$ cat src/rtl/apb_clkgen_multi.sv
// APB-programmable multi-channel clock generator: NUM_CH divided clocks from PCLK,
// each with enable, idle polarity, half-period and readable status, plus a global SYNC.
module apb_clkgen_multi #(
  parameter int unsigned NUM_CH = 4,
  parameter int unsigned CNT_W  = 16,
  parameter int unsigned ADDR_W = 12
) (
  input  logic              PCLK,
  input  logic              PRESET,
  input  logic              PSEL,
  input  logic              PENABLE,
  input  logic              PWRITE,
  input  logic [ADDR_W-1:0] PADDR,
  input  logic [31:0]       PWDATA,
  output logic [31:0]       PRDATA,
  output logic              PREADY,
  output logic              PSLVERR,
  output logic [NUM_CH-1:0] CLK_OUT
);

  typedef enum logic {ST_IDLE, ST_RESP} state_t;

  state_t r_state;
  state_t w_state_nxt;
  logic   w_access;

  logic [NUM_CH-1:0] r_en;
  logic [NUM_CH-1:0] r_pol;
  logic [NUM_CH-1:0] r_clk;
  logic [CNT_W-1:0]  r_half [NUM_CH];
  logic [CNT_W-1:0]  r_cnt  [NUM_CH];
  logic [31:0]       r_prdata;
  logic              r_pslverr;

  logic [3:0]        w_ch_idx;
  logic [1:0]        w_reg;
  logic              w_in_ch;
  logic              w_is_sync;
  logic              w_err;
  logic              w_wr;
  logic [31:0]       w_rdata;
  logic              w_sel_en;
  logic              w_sel_pol;
  logic              w_sel_clk;
  logic [CNT_W-1:0]  w_sel_half;
  logic [CNT_W-1:0]  w_sel_cnt;
  logic [NUM_CH-1:0] w_wr_ctrl;
  logic [NUM_CH-1:0] w_wr_half;
  logic [NUM_CH-1:0] w_sync;
  logic [NUM_CH-1:0] w_restart;
  logic [NUM_CH-1:0] w_new_pol;
  logic [CNT_W-1:0]  w_new_half [NUM_CH];
  logic              w_unused;

  assign w_unused = ^{PADDR[1:0], PWDATA};

  // Bus handshake: one access edge, then one response cycle that blocks re-triggering
  always_ff @(posedge PCLK or posedge PRESET) begin
    if (PRESET) r_state <= ST_IDLE;
    else        r_state <= w_state_nxt;
  end

  always_comb begin
    w_state_nxt = r_state;
    w_access    = 1'b0;
    case (r_state)
      ST_IDLE: begin
        if (PSEL && PENABLE) begin
          w_access    = 1'b1;
          w_state_nxt = ST_RESP;
        end
      end
      ST_RESP: w_state_nxt = ST_IDLE;
      default: w_state_nxt = ST_IDLE;
    endcase
  end

  assign PREADY  = (r_state == ST_RESP);
  assign PRDATA  = r_prdata;
  assign PSLVERR = r_pslverr;
  assign CLK_OUT = r_clk;

  // Address decode; channel windows occupy 0x000-0x0FF, SYNC sits alone at 0x100
  assign w_ch_idx  = PADDR[7:4];
  assign w_reg     = PADDR[3:2];
  assign w_in_ch   = (PADDR[ADDR_W-1:8] == '0) && ({28'd0, w_ch_idx} < NUM_CH);
  assign w_is_sync = (PADDR[ADDR_W-1:8] == (ADDR_W-8)'(1)) && (PADDR[7:2] == '0);

  always_comb begin
    w_sel_en   = 1'b0;
    w_sel_pol  = 1'b0;
    w_sel_clk  = 1'b0;
    w_sel_half = '0;
    w_sel_cnt  = '0;
    for (int unsigned c = 0; c < NUM_CH; c++) begin
      if (w_ch_idx == 4'(c)) begin
        w_sel_en   = r_en[c];
        w_sel_pol  = r_pol[c];
        w_sel_clk  = r_clk[c];
        w_sel_half = r_half[c];
        w_sel_cnt  = r_cnt[c];
      end
    end
  end

  always_comb begin
    w_err   = 1'b1;
    w_rdata = '0;
    if (w_is_sync) begin
      w_err = 1'b0;
    end else if (w_in_ch) begin
      case (w_reg)
        2'd0: begin
          w_err   = 1'b0;
          w_rdata = {30'd0, w_sel_pol, w_sel_en};
        end
        2'd1: begin
          w_err   = 1'b0;
          w_rdata = 32'(w_sel_half);
        end
        2'd2: begin
          w_err   = PWRITE;
          w_rdata = 32'({w_sel_cnt, w_sel_clk});
        end
        default: w_err = 1'b1;
      endcase
    end
  end

  assign w_wr = w_access && PWRITE && !w_err;

  always_comb begin
    for (int unsigned c = 0; c < NUM_CH; c++) begin
      w_wr_ctrl[c]  = w_wr && w_in_ch && (w_ch_idx == 4'(c)) && (w_reg == 2'd0);
      w_wr_half[c]  = w_wr && w_in_ch && (w_ch_idx == 4'(c)) && (w_reg == 2'd1);
      w_sync[c]     = w_wr && w_is_sync && PWDATA[c];
      w_restart[c]  = w_wr_ctrl[c] || w_wr_half[c] || w_sync[c];
      w_new_half[c] = w_wr_half[c] ? PWDATA[CNT_W-1:0] : r_half[c];
      w_new_pol[c]  = w_wr_ctrl[c] ? PWDATA[1] : r_pol[c];
    end
  end

  always_ff @(posedge PCLK or posedge PRESET) begin
    if (PRESET) begin
      r_prdata  <= '0;
      r_pslverr <= 1'b0;
    end else if (w_access) begin
      r_pslverr <= w_err;
      if (!PWRITE && !w_err) r_prdata <= w_rdata;
    end else begin
      r_pslverr <= 1'b0;
    end
  end

  // Restart (register write or SYNC) takes priority over counting and toggling
  always_ff @(posedge PCLK or posedge PRESET) begin
    if (PRESET) begin
      r_en  <= '0;
      r_pol <= '0;
      r_clk <= '0;
      for (int unsigned c = 0; c < NUM_CH; c++) begin
        r_half[c] <= '0;
        r_cnt[c]  <= '0;
      end
    end else begin
      for (int unsigned c = 0; c < NUM_CH; c++) begin
        if (w_wr_ctrl[c]) begin
          r_en[c]  <= PWDATA[0];
          r_pol[c] <= PWDATA[1];
        end
        if (w_wr_half[c]) r_half[c] <= PWDATA[CNT_W-1:0];
        if (w_restart[c]) begin
          r_cnt[c] <= w_new_half[c];
          r_clk[c] <= w_new_pol[c];
        end else if (!r_en[c]) begin
          r_cnt[c] <= r_half[c];
          r_clk[c] <= r_pol[c];
        end else if (r_cnt[c] == '0) begin
          r_clk[c] <= ~r_clk[c];
          r_cnt[c] <= r_half[c];
        end else begin
          r_cnt[c] <= r_cnt[c] - 1'b1;
        end
      end
    end
  end

endmodule
$ cat config.mk
export PLATFORM = sky130hd
export DESIGN_NAME = apb_clkgen_multi
export DESIGN_NICKNAME = d
export VERILOG_FILES = /design/src/rtl/apb_clkgen_multi.sv
export SDC_FILE = /design/constraint.sdc
export NUM_CORES = 1
export LEC_CHECK = 0
export ABC_AREA = 1
export BUFFER_PORTS_ARGS = -buffer_cell sky130_fd_sc_hd__buf_2
export CAP_MARGIN = 20
export CORE_ASPECT_RATIO = 0.6
export CORE_MARGIN = 2
export CORE_UTILIZATION = 50
export DETAILED_ROUTE_END_ITERATION = 12
export PLACE_DENSITY_LB_ADDON = 0.12
export RECOVER_POWER = 25
export SLEW_MARGIN = 10
export SYNTH_ARGS = -nofsm -noshare
export SYNTH_HDL_FRONTEND = slang
export SYNTH_SLANG_ARGS = --single-unit
export TNS_END_PERCENT = 1
$ cat constraint.sdc
create_clock -name PCLK -period 5.05 [get_ports PCLK]
set_input_delay 0 -clock PCLK [delete_from_list [all_inputs] [get_ports PCLK]]
set_output_delay 0 -clock PCLK [all_outputs]
set_load 0.05 [all_outputs]
==> results of run 1 <==
through the flow:
step	utilization [%]	hold WS [ns]	instances	setup slack [ns]	instance area (um2)
6_report	56.1	0.0105	1887	1.94	11700
5_1_grt	56.1	0.0221	1887	1.33	11700
4_1_cts	56.2	0.00444	1887	2.54	11800
3_5_place_dp	52.5	0.196	1839	2.52	11000
3_3_place_gp	52.5	0.198	1839	2.53	11000
2_1_floorplan	-	0.159	1558	0.758	10700
power breakdown:
part | total [W] | switching [W] | leakage [nW] | internal (W)
clock | 0.00139 | 0.000573 | 0.300 | 0.000816
combinational | 0.000186 | 0.000144 | 3.96 | 0.0000418
sequential | 0.00127 | 0.000000527 | 1.51 | 0.00127
flip-flops by register name, summed over array words and instances (netlist names):
name     flops
CLK_OUT      4
r_pol        4
r_cnt       64
PRDATA      17
r_en         4
PREADY       1
PSLVERR      1
r_half      64
placed cells by master, fill, tap and decap left out, drive strengths merged, types with 2 or more instances in the layout:
| master | n |
|---|---|
| nand2 | 580 |
| dlygate4sd3 | 16 |
| o21ai | 75 |
| buf | 56 |
| clkinvlp | 2 |
| conb | 15 |
| xor2 | 23 |
| o22ai | 3 |
| bufinv | 3 |
| ha | 8 |
| xnor2 | 5 |
| nor2 | 118 |
| clkbuf | 31 |
| nand3b | 6 |
| dfrtp | 159 |
| nand4 | 28 |
| a21oi | 10 |
| o211ai | 36 |
| clkinv | 7 |
| and2 | 68 |
| nand3 | 181 |
| inv | 169 |
| nor3 | 6 |
tightest hold or removal path: stages:
cell	delay [ns]
buf_2	0.07
inv_1	0.12
nand2_1	0.12
and2_1	0.11
logic make-up after synthesis:
group | count (synthesis) | share of synthesized area [%]
AND/OR/NAND/NOR | 988 | 42.5
buffers and inverters | 234 | 9.76
flip-flops | 159 | 37.5
AO/OA/AOI/OAI | 125 | 6.81
XOR/XNOR | 28 | 2.31
adder cells (fa/ha/maj) | 8 | 0.943
other | 1 | 0.0353
multiplexers | 1 | 0.0943
final cells by class:
class / instances / area (um2) / area share, %
Multi-Input combinational cell: 1165 / 5650 / 48.1
Clock buffer: 22 / 474 / 4.04
Sequential cell: 159 / 3980 / 33.9
Timing Repair Buffer: 81 / 504 / 4.30
Clock inverter: 10 / 135 / 1.15
Tap cell: 279 / 349 / 2.97
Inverter: 171 / 646 / 5.50
worst paths after layout:
path | to | slack [ns] | cells past startpoint
worst max-delay path | PREADY | 1.94 | 4
worst min-delay path | r_half[60] | 0.01 | 4
worst max register to register | r_cnt[4] | 2.48 | 10
worst min register to register | PRDATA[2] | 0.47 | 2
max in group PCLK | r_cnt[4] | 2.48 | 10
min in group asynchronous | r_half[60] | 1.21 | 3
routing by layer:
metal / up-vias / track usage (%) / wire, um
met2: 418 / 45.8 / 13600
met4: 0 / 9.47 / 790
met3: 56 / 4.83 / 2680
met1: 4685 / 49.6 / 17200
met5: - / 0 / 0
li1: 4979 / - / -
repair_timing:
item | 4_1_cts | 5_1_grt
gates resized for setup | 0 | 0
endpoints found under the setup margin | 0 | 0
endpoints found under the hold margin | 123 | 0
hold buffers | 16 | 0
==> run metrics, run 1 <==
drt wl/cell between 15 and 20 um; DIE AREA about 0.022 mm2; Pwr per Cell Area 243 mW/mm2; worst skew pair latency roughly 0.45 ns; final period demand of the worst path 3.11 ns; number of fill cells 2069; Top Ports between 80 and 90; fin nets around 1700; nature of the critical path startpoint input pin; ranking of synthesized cells by area dfrtp_1 37%, nand2_1 20%, nand3_1 8.2%, inv_1 5.7%, and2_1 4.0%; worst hold path type input pin to flop; drt drc 0; number of synthesized flops with an enable pin 0; core box area 0.0209 mm2; run status finished with violations; GP Congestion 0.929; layout cells sized above 1 under 10%; VDD IR-drop max ~0.23 mV; reg2reg start PREADY; Final setup viols 0; setup bufs post-CTS 0; cell area after synthesis roughly 0.011 mm2; ys flop type dfrtp_1; antenna viol nets, final 0; sequential area share after synthesis 37.5%; total track usage between 30% and 40%; GR Overflow Total 0; IO buf count 53; unique cell type count in the Yosys netlist 38; violated checks max-capacitance violations, max-slew violations; Yosys reg bits about 160; Fmax achieved around 0.32 GHz; drt via density between 5 and 6; first-pass GRT wire length 53300 um; Hold Violations, Final 0; average cell area after synthesis 6.87 um2; slowest stage delay, CP between 2 and 2.5 ns; largest net degree at the start of global routing a little under 80; crit-path cells dlygate4sd3_1 > buf_2 > clkinvlp_2 > buf_4; Top delay family on crit path buffers and inverters; Buf/Inv on CP 4; Detailed Route Iter0 Violations between 1000 and 1500; CP max stage cell clkinvlp_2; worst slew pin tran 3.72 ns; Synth warnings 0; Layout area overhead 10.6%; Rows ~40; vias in the first global route 9383; CP endpoint kind async pin; Worst slew margin -149%; Die Y-Extent roughly 120 um; Final period util between 60% and 70%; clk slew on worst S/H paths ~0.06 ns; leakage dissipation between 5 and 6 nW; Num CTS Buffers 17; Slew Viols, Final 79; Clock Sinks about 160; setup TNS 0 ns; via count about 10000; Mapped Cells approximately 1500; top cells by count, synth 571 x nand2_1, 174 x nand3_1, 162 x inv_1, 159 x dfrtp_1, 102 x nor2_1; top cell type's share of synthesized area 37.5%; RSZ-0062 raised after global routing no; Die Wd about 190 um; initial antenna violation count 0; Async SR Flop Fraction 100%; crit path max fanout 78; # diodes 0; top-count cell post-synth nand2_1; overall power around 0.0029 W; maximum root-to-sink buffer count 2; Data required, critical path approximately 5.6 ns; Critical path origin PRESET; DP HPWL roughly 26000 um; Initial Utilization 50.7%; CTS tree done; clock root cell clkbuf_16; critical path type input pin to async pin; drt first pass iters 6; total routed wirelength 34200 um; Yosys top cell by area dfrtp_1; Setup Skew approximately 0.011 ns; max-cap violation count 1; Crit path arrival time approximately 3.6 ns; H-tree depth 4; hold_sp PWDATA[12]
No activity file was read; power rests on OpenSTA's default activity.
==> run 2, diff against run 1 <==
- clock period: 5.05 -> 2.75 ns (I/O delays scaled with it)
==> run metrics, run 2 (synthesis gave the netlist of run 1 again) <==
hold_sp PWDATA[9] (was PWDATA[12]); setup TNS 0 ns (unchanged); nature of the critical path startpoint flop (was input pin); Worst Slack Setup Final 0.444 ns (was 1.94 ns); core box area 0.0209 mm2 (unchanged); post-CTS sizing 0 (unchanged); largest net degree at the start of global routing 41 (was 79); Clock Sinks 159 (unchanged); clock share of power 48.3% (was 48.8%); Die Wd 192 um (unchanged); Final period util between 80 and 90%; Data required, critical path 3.08 ns (was 5.56 ns); DIE AREA 0.0224 mm2 (unchanged); clock root cell clkbuf_16 (unchanged); worst hold path type input pin to flop (unchanged); DP Worst Slack 0.509 ns (was 2.52 ns); Gate power share 6.7% (was 6.5%); max-cap violation count 1 (unchanged); RSZ-0062 raised after global routing no (unchanged); drt via density 5.40 (was 5.37); Setup Skew 0.00712 ns (was 0.0108 ns); multi-input logic area 0.00565 mm2 (unchanged); GR Overflow Total 0 (unchanged); Post-Layout Cell Count 1901 (was 1887); VDD IR-drop max 0.432 mV (was 0.231 mV); drt drc 0 (unchanged); CTS tree done (unchanged); hold_buf cts 18 (was 16); H-tree depth 4 (unchanged); most common cell after layout, fill and taps aside nand2_1 (unchanged); crit path max fanout 13 (was 78); initial antenna violation count 1 (was 0); Final setup viols 0 (unchanged); Reg area 0.00398 mm2 (unchanged); vias in the first global route 9405 (was 9383); worst slew pin tran 1.66 ns (was 3.72 ns); setup bufs post-CTS 0 (unchanged); Hold Violations, Final 0 (unchanged); critical path type flop to flop (was input pin to async pin); Detailed Route Iter0 Violations 999 (was 1138); Worst slew margin -11.2% (was -149%); maximum root-to-sink buffer count 2 (unchanged); DP HPWL 25800 um (was 25600 um); Pwr per Cell Area 439 mW/mm2 (was 243 mW/mm2); via count 10300 (was 10100); clk slew on worst S/H paths 0.07 ns (was 0.06 ns); WHS 0.0179 ns (was 0.0105 ns); drt wl/cell 17.9 um (was 18.1 um); WHS Path Cells 4 (unchanged); Net Sw Frac 25.0% (was 25.2%); most frequent cells in the layout 571 x nand2_1, 174 x nand3_1, 161 x inv_1 (unchanged); Critical path origin PREADY (was PRESET); # diodes 0 (unchanged); number of fill cells 2039 (was 2069); Cells after DPL 1851 (was 1839); final period demand of the worst path between 2 and 2.5 ns; fin nets 1666 (was 1652); CP endpoint kind flop (was async pin); layout cells sized above 1 9.19% (was 8.21%); Rows 41 (unchanged); register share of total power 45.0% (was 44.7%); antenna viol nets, final 0 (unchanged); IO buf count 53 (unchanged); first-pass GRT wire length 53600 um (was 53300 um); Top Ports 87 (unchanged); overall power 0.00520 W (was 0.00285 W); violated checks max-capacitance violations, max-slew violations (unchanged); total track usage 31.9% (was 32.0%); drt first pass iters 5 (was 6); leakage dissipation 5.85 nW (was 5.77 nW); cell internal pwr 0.00390 W (was 0.00213 W); total routed wirelength 34000 um (was 34200 um); worst skew pair latency 0.44 ns (was 0.45 ns); GP Congestion 0.951 (was 0.929); Initial Utilization 50.7% (unchanged); Num CTS Buffers 17 (unchanged); Net Switching 0.00130 W (was 0.000718 W); Die Y-Extent 117 um (unchanged); reg2reg path depth 10 (unchanged); Crit path arrival time 2.64 ns (was 3.62 ns); reg2reg start PREADY (unchanged); run status finished with violations (unchanged); Layout area overhead 11.7% (was 10.6%); Fmax achieved between 0.4 and 0.5 GHz; Slew Viols, Final 33 (was 79)
-- run 2: cell types whose count changed in the layout (fill, tap and decap cells not counted), sizes merged --
| cell | previous run | this run |
|---|---|---|
| dlygate4sd3 | 16 | 18 |
| buf | 56 | 72 |
| clkbuf | 31 | 27 |
| clkinv | 7 | 5 |
| clkinvlp | 2 | 4 |
-- run 2: area by class of cell --
class,count,area share [%]
inverter,171,5.45
clock inverter,10,1.15
tap,279,2.94
sequential,159,33.6
timing repair buffer,95,5.31
clock buffer,22,3.92
multi-input combinational,1165,47.7
-- run 2: path summary, 6_finish.rpt --
check	to	slack [ns]
max	r_cnt[36]	0.44
min	r_half[41]	0.02
max reg2reg	r_cnt[36]	0.44
min reg2reg	PRDATA[6]	0.47
max in group asynchronous	r_half[3]	0.66
min in group asynchronous	r_half[56]	0.48
-- run 2: metrics by stage --
| step | area (um2) | util [%] |
|---|---|---|
| finish | 11900 | 56.6 |
| global route | 11900 | 56.6 |
| CTS | 11900 | 56.8 |
| detailed placement | 11100 | 53.1 |
| global placement | 11100 | 53.1 |
| floorplan | 10700 | - |
-- run 2: metal layers --
layer	wire length [um]	track usage, %	vias up
met3	2930	6.59	34
met4	432	7.33	0
met5	0	0	-
met1	16900	49.9	4806
met2	13800	44.6	430
li1	-	-	5004
-- run 2: power by group through the flow --
stage	registers [W]	clock network [W]	logic [W]
after global routing	0.00234	0.00264	0.000378
after floorplan	0.00239	0	0.000217
after detailed placement	0.00238	0	0.000334
final	0.00234	0.00251	0.000346
after global placement	0.00238	0	0.000332
after CTS	0.00234	0.00254	0.000355
-- run 2: worst max-delay path, stage by stage, from the launching register on --
cell and delay [ns]:
dfrtp_1 0.39, inv_1 0.07, nand3_2 0.07, nor2_2 0.24, inv_2 0.13, nor2_8 0.33
nand3_4 0.17, nand2_2 0.35, inv_2 0.23, nand2_1 0.14, nand2_1 0.06
==> run 3, diff against run 2 <==
- clock period: 2.75 -> 1.9 ns (I/O delays scaled with it)
==> run metrics, run 3 (synthesis gave the netlist of run 1 again) <==
drt drc 0 (unchanged); final period demand of the worst path 1.83 ns (was 2.31 ns); Initial Utilization 50.7% (unchanged); run status finished clean (was finished with violations); reg2reg start PREADY (unchanged); Final setup viols 0 (unchanged); total track usage 32.4% (was 31.9%); Setup Skew 0.00765 ns (was 0.00712 ns); clk slew on worst S/H paths 0.06 ns (was 0.07 ns); setup TNS 0 ns (unchanged); Pwr per Cell Area 596 mW/mm2 (was 439 mW/mm2); final core occ 59.9% (was 56.6%); Clock Sinks 159 (unchanged); worst hold path type input pin to async pin (was input pin to flop); vias in the first global route 9769 (was 9405); RSZ-0062 raised after global routing yes (was no); initial antenna violation count 0 (was 1); DP Worst Slack 0.0301 ns (was 0.509 ns); drt first pass iters 5 (unchanged); total routed wirelength 35400 um (was 34000 um); most frequent cells in the layout 565 x nand2_1, 174 x nand3_1, 159 x dfrtp_1, 159 x inv_1, 98 x nor2_1 (was 571 x nand2_1, 174 x nand3_1, 161 x inv_1); DIE AREA 0.0224 mm2 (unchanged); GR Overflow Total 0 (unchanged); layout cells sized above 1 13.5% (was 9.19%); Top Ports 87 (unchanged); Num CTS Buffers 17 (unchanged); Layout area overhead 18.1% (was 11.7%); CP endpoint kind flop (unchanged); antenna viol nets, final 0 (unchanged); reg2reg end r_half[49] (was r_cnt[36]); clock root cell clkbuf_16 (unchanged); Post-Layout Cell Count 1962 (was 1901); most common cell after layout, fill and taps aside nand2_1 (unchanged); leakage dissipation 6.18 nW (was 5.85 nW); IO buf count 53 (unchanged); largest net degree at the start of global routing 68 (was 41); first-pass GRT wire length 54600 um (was 53600 um); WHS 0.0162 ns (was 0.0179 ns); worst skew pair latency 0.44 ns (about the same); worst slew pin tran 1.28 ns (was 1.66 ns); CTS tree done (unchanged); GP Congestion 0.925 (was 0.951); DP HPWL 26500 um (was 25800 um); drt wl/cell 18.0 um (was 17.9 um); maximum root-to-sink buffer count 2 (unchanged); critical path type flop to flop (unchanged); Data required, critical path 2.23 ns (was 3.08 ns); crit path max fanout 8 (was 13); fin nets 1727 (was 1666); Rows 41 (unchanged); reg2reg path depth 11 (was 10); via count 10600 (was 10300); Crit path arrival time 2.16 ns (was 2.64 ns); Fmax achieved 0.546 GHz (was 0.434 GHz); drt via density 5.38 (was 5.40); Worst Slack Setup Final 0.0680 ns (was 0.444 ns); Worst slew margin 14.7% (was -11.2%); core box area 0.0209 mm2 (unchanged); nature of the critical path startpoint flop (unchanged); Die Y-Extent 117 um (unchanged); max-cap violation count 0 (was 1); Die Wd 192 um (unchanged); Cells after DPL 1895 (was 1851); Reg2Reg Setup Slack 0.07 ns (was 0.44 ns); # diodes 0 (unchanged); VDD IR-drop max 0.598 mV (was 0.432 mV); Slew Viols, Final 0 (was 33); Detailed Route Iter0 Violations 1037 (was 999); Final period util 96.4% (was 83.9%); Hold Violations, Final 0 (unchanged); H-tree depth 4 (unchanged)
run 3: worst max-delay path by stage:
stage	start	endpoint	slack (ns)	cells after the start
after floorplan	PRESET	CLK_OUT[0]	-0.11	1
after global placement	PREADY	r_cnt[12]	0.08	10
after detailed placement	PREADY	r_cnt[12]	0.03	10
after CTS	PREADY	r_half[40]	0.03	9
after global routing	PREADY	r_cnt[61]	-0.04	11
final	PREADY	r_half[49]	0.07	11
run 3: layer usage:
layer  GRT usage (%)  share of wire (%)  up-vias
met5               0                  0        -
met4            6.92                1.2        0
met3            5.61                9.1       35
met2            47.0                 41      482
met1            50.1                 49     4918
li1                -                  -     5128
run 3: what timing repair did:
action,4_1_cts,5_1_grt
hold buffers,18,0
buffers inserted,2,11
gates cloned,0,4
gates resized for setup,0,27
setup endpoints to repair,1,95
hold endpoints to repair,218,0
pin swaps,0,5
run 3: critical path, stage by stage, from the launching register on:
cell and delay [ns]:
dfrtp_1 0.37, inv_1 0.07, nand3_2 0.10, nor2_4 0.12, inv_2 0.08, nor2_8 0.14
buf_12 0.12, nand3_4 0.17, nor2_4 0.17, buf_12 0.15, nand2_1 0.07, and2_1 0.16
run 3: power breakdown:
group | internal, W | switching [W]
Combinational | 0.000130 | 0.000384
Sequential | 0.00339 | 0.000000954
Clock | 0.00207 | 0.00150
run 3: through the flow:
step | total power, W | instance area (um2)
after detailed placement | 0.00394 | 11500
final | 0.00747 | 12500
after global routing | 0.00768 | 12500
after global placement | 0.00394 | 11500
after floorplan | 0.00377 | 10700
after CTS | 0.00750 | 12300
run 3: layout make-up:
| class | instances | area (um2) |
|---|---|---|
| fillers | 2010 | 8400 |
| multi-input cells | 1167 | 5720 |
| flip-flops and latches | 159 | 3980 |
| repair buffers | 152 | 1210 |
| inverters | 171 | 653 |
| clock buffers | 23 | 488 |
| well taps | 279 | 349 |
| clock inverters | 9 | 108 |
| repair inverters | 2 | 15.0 |
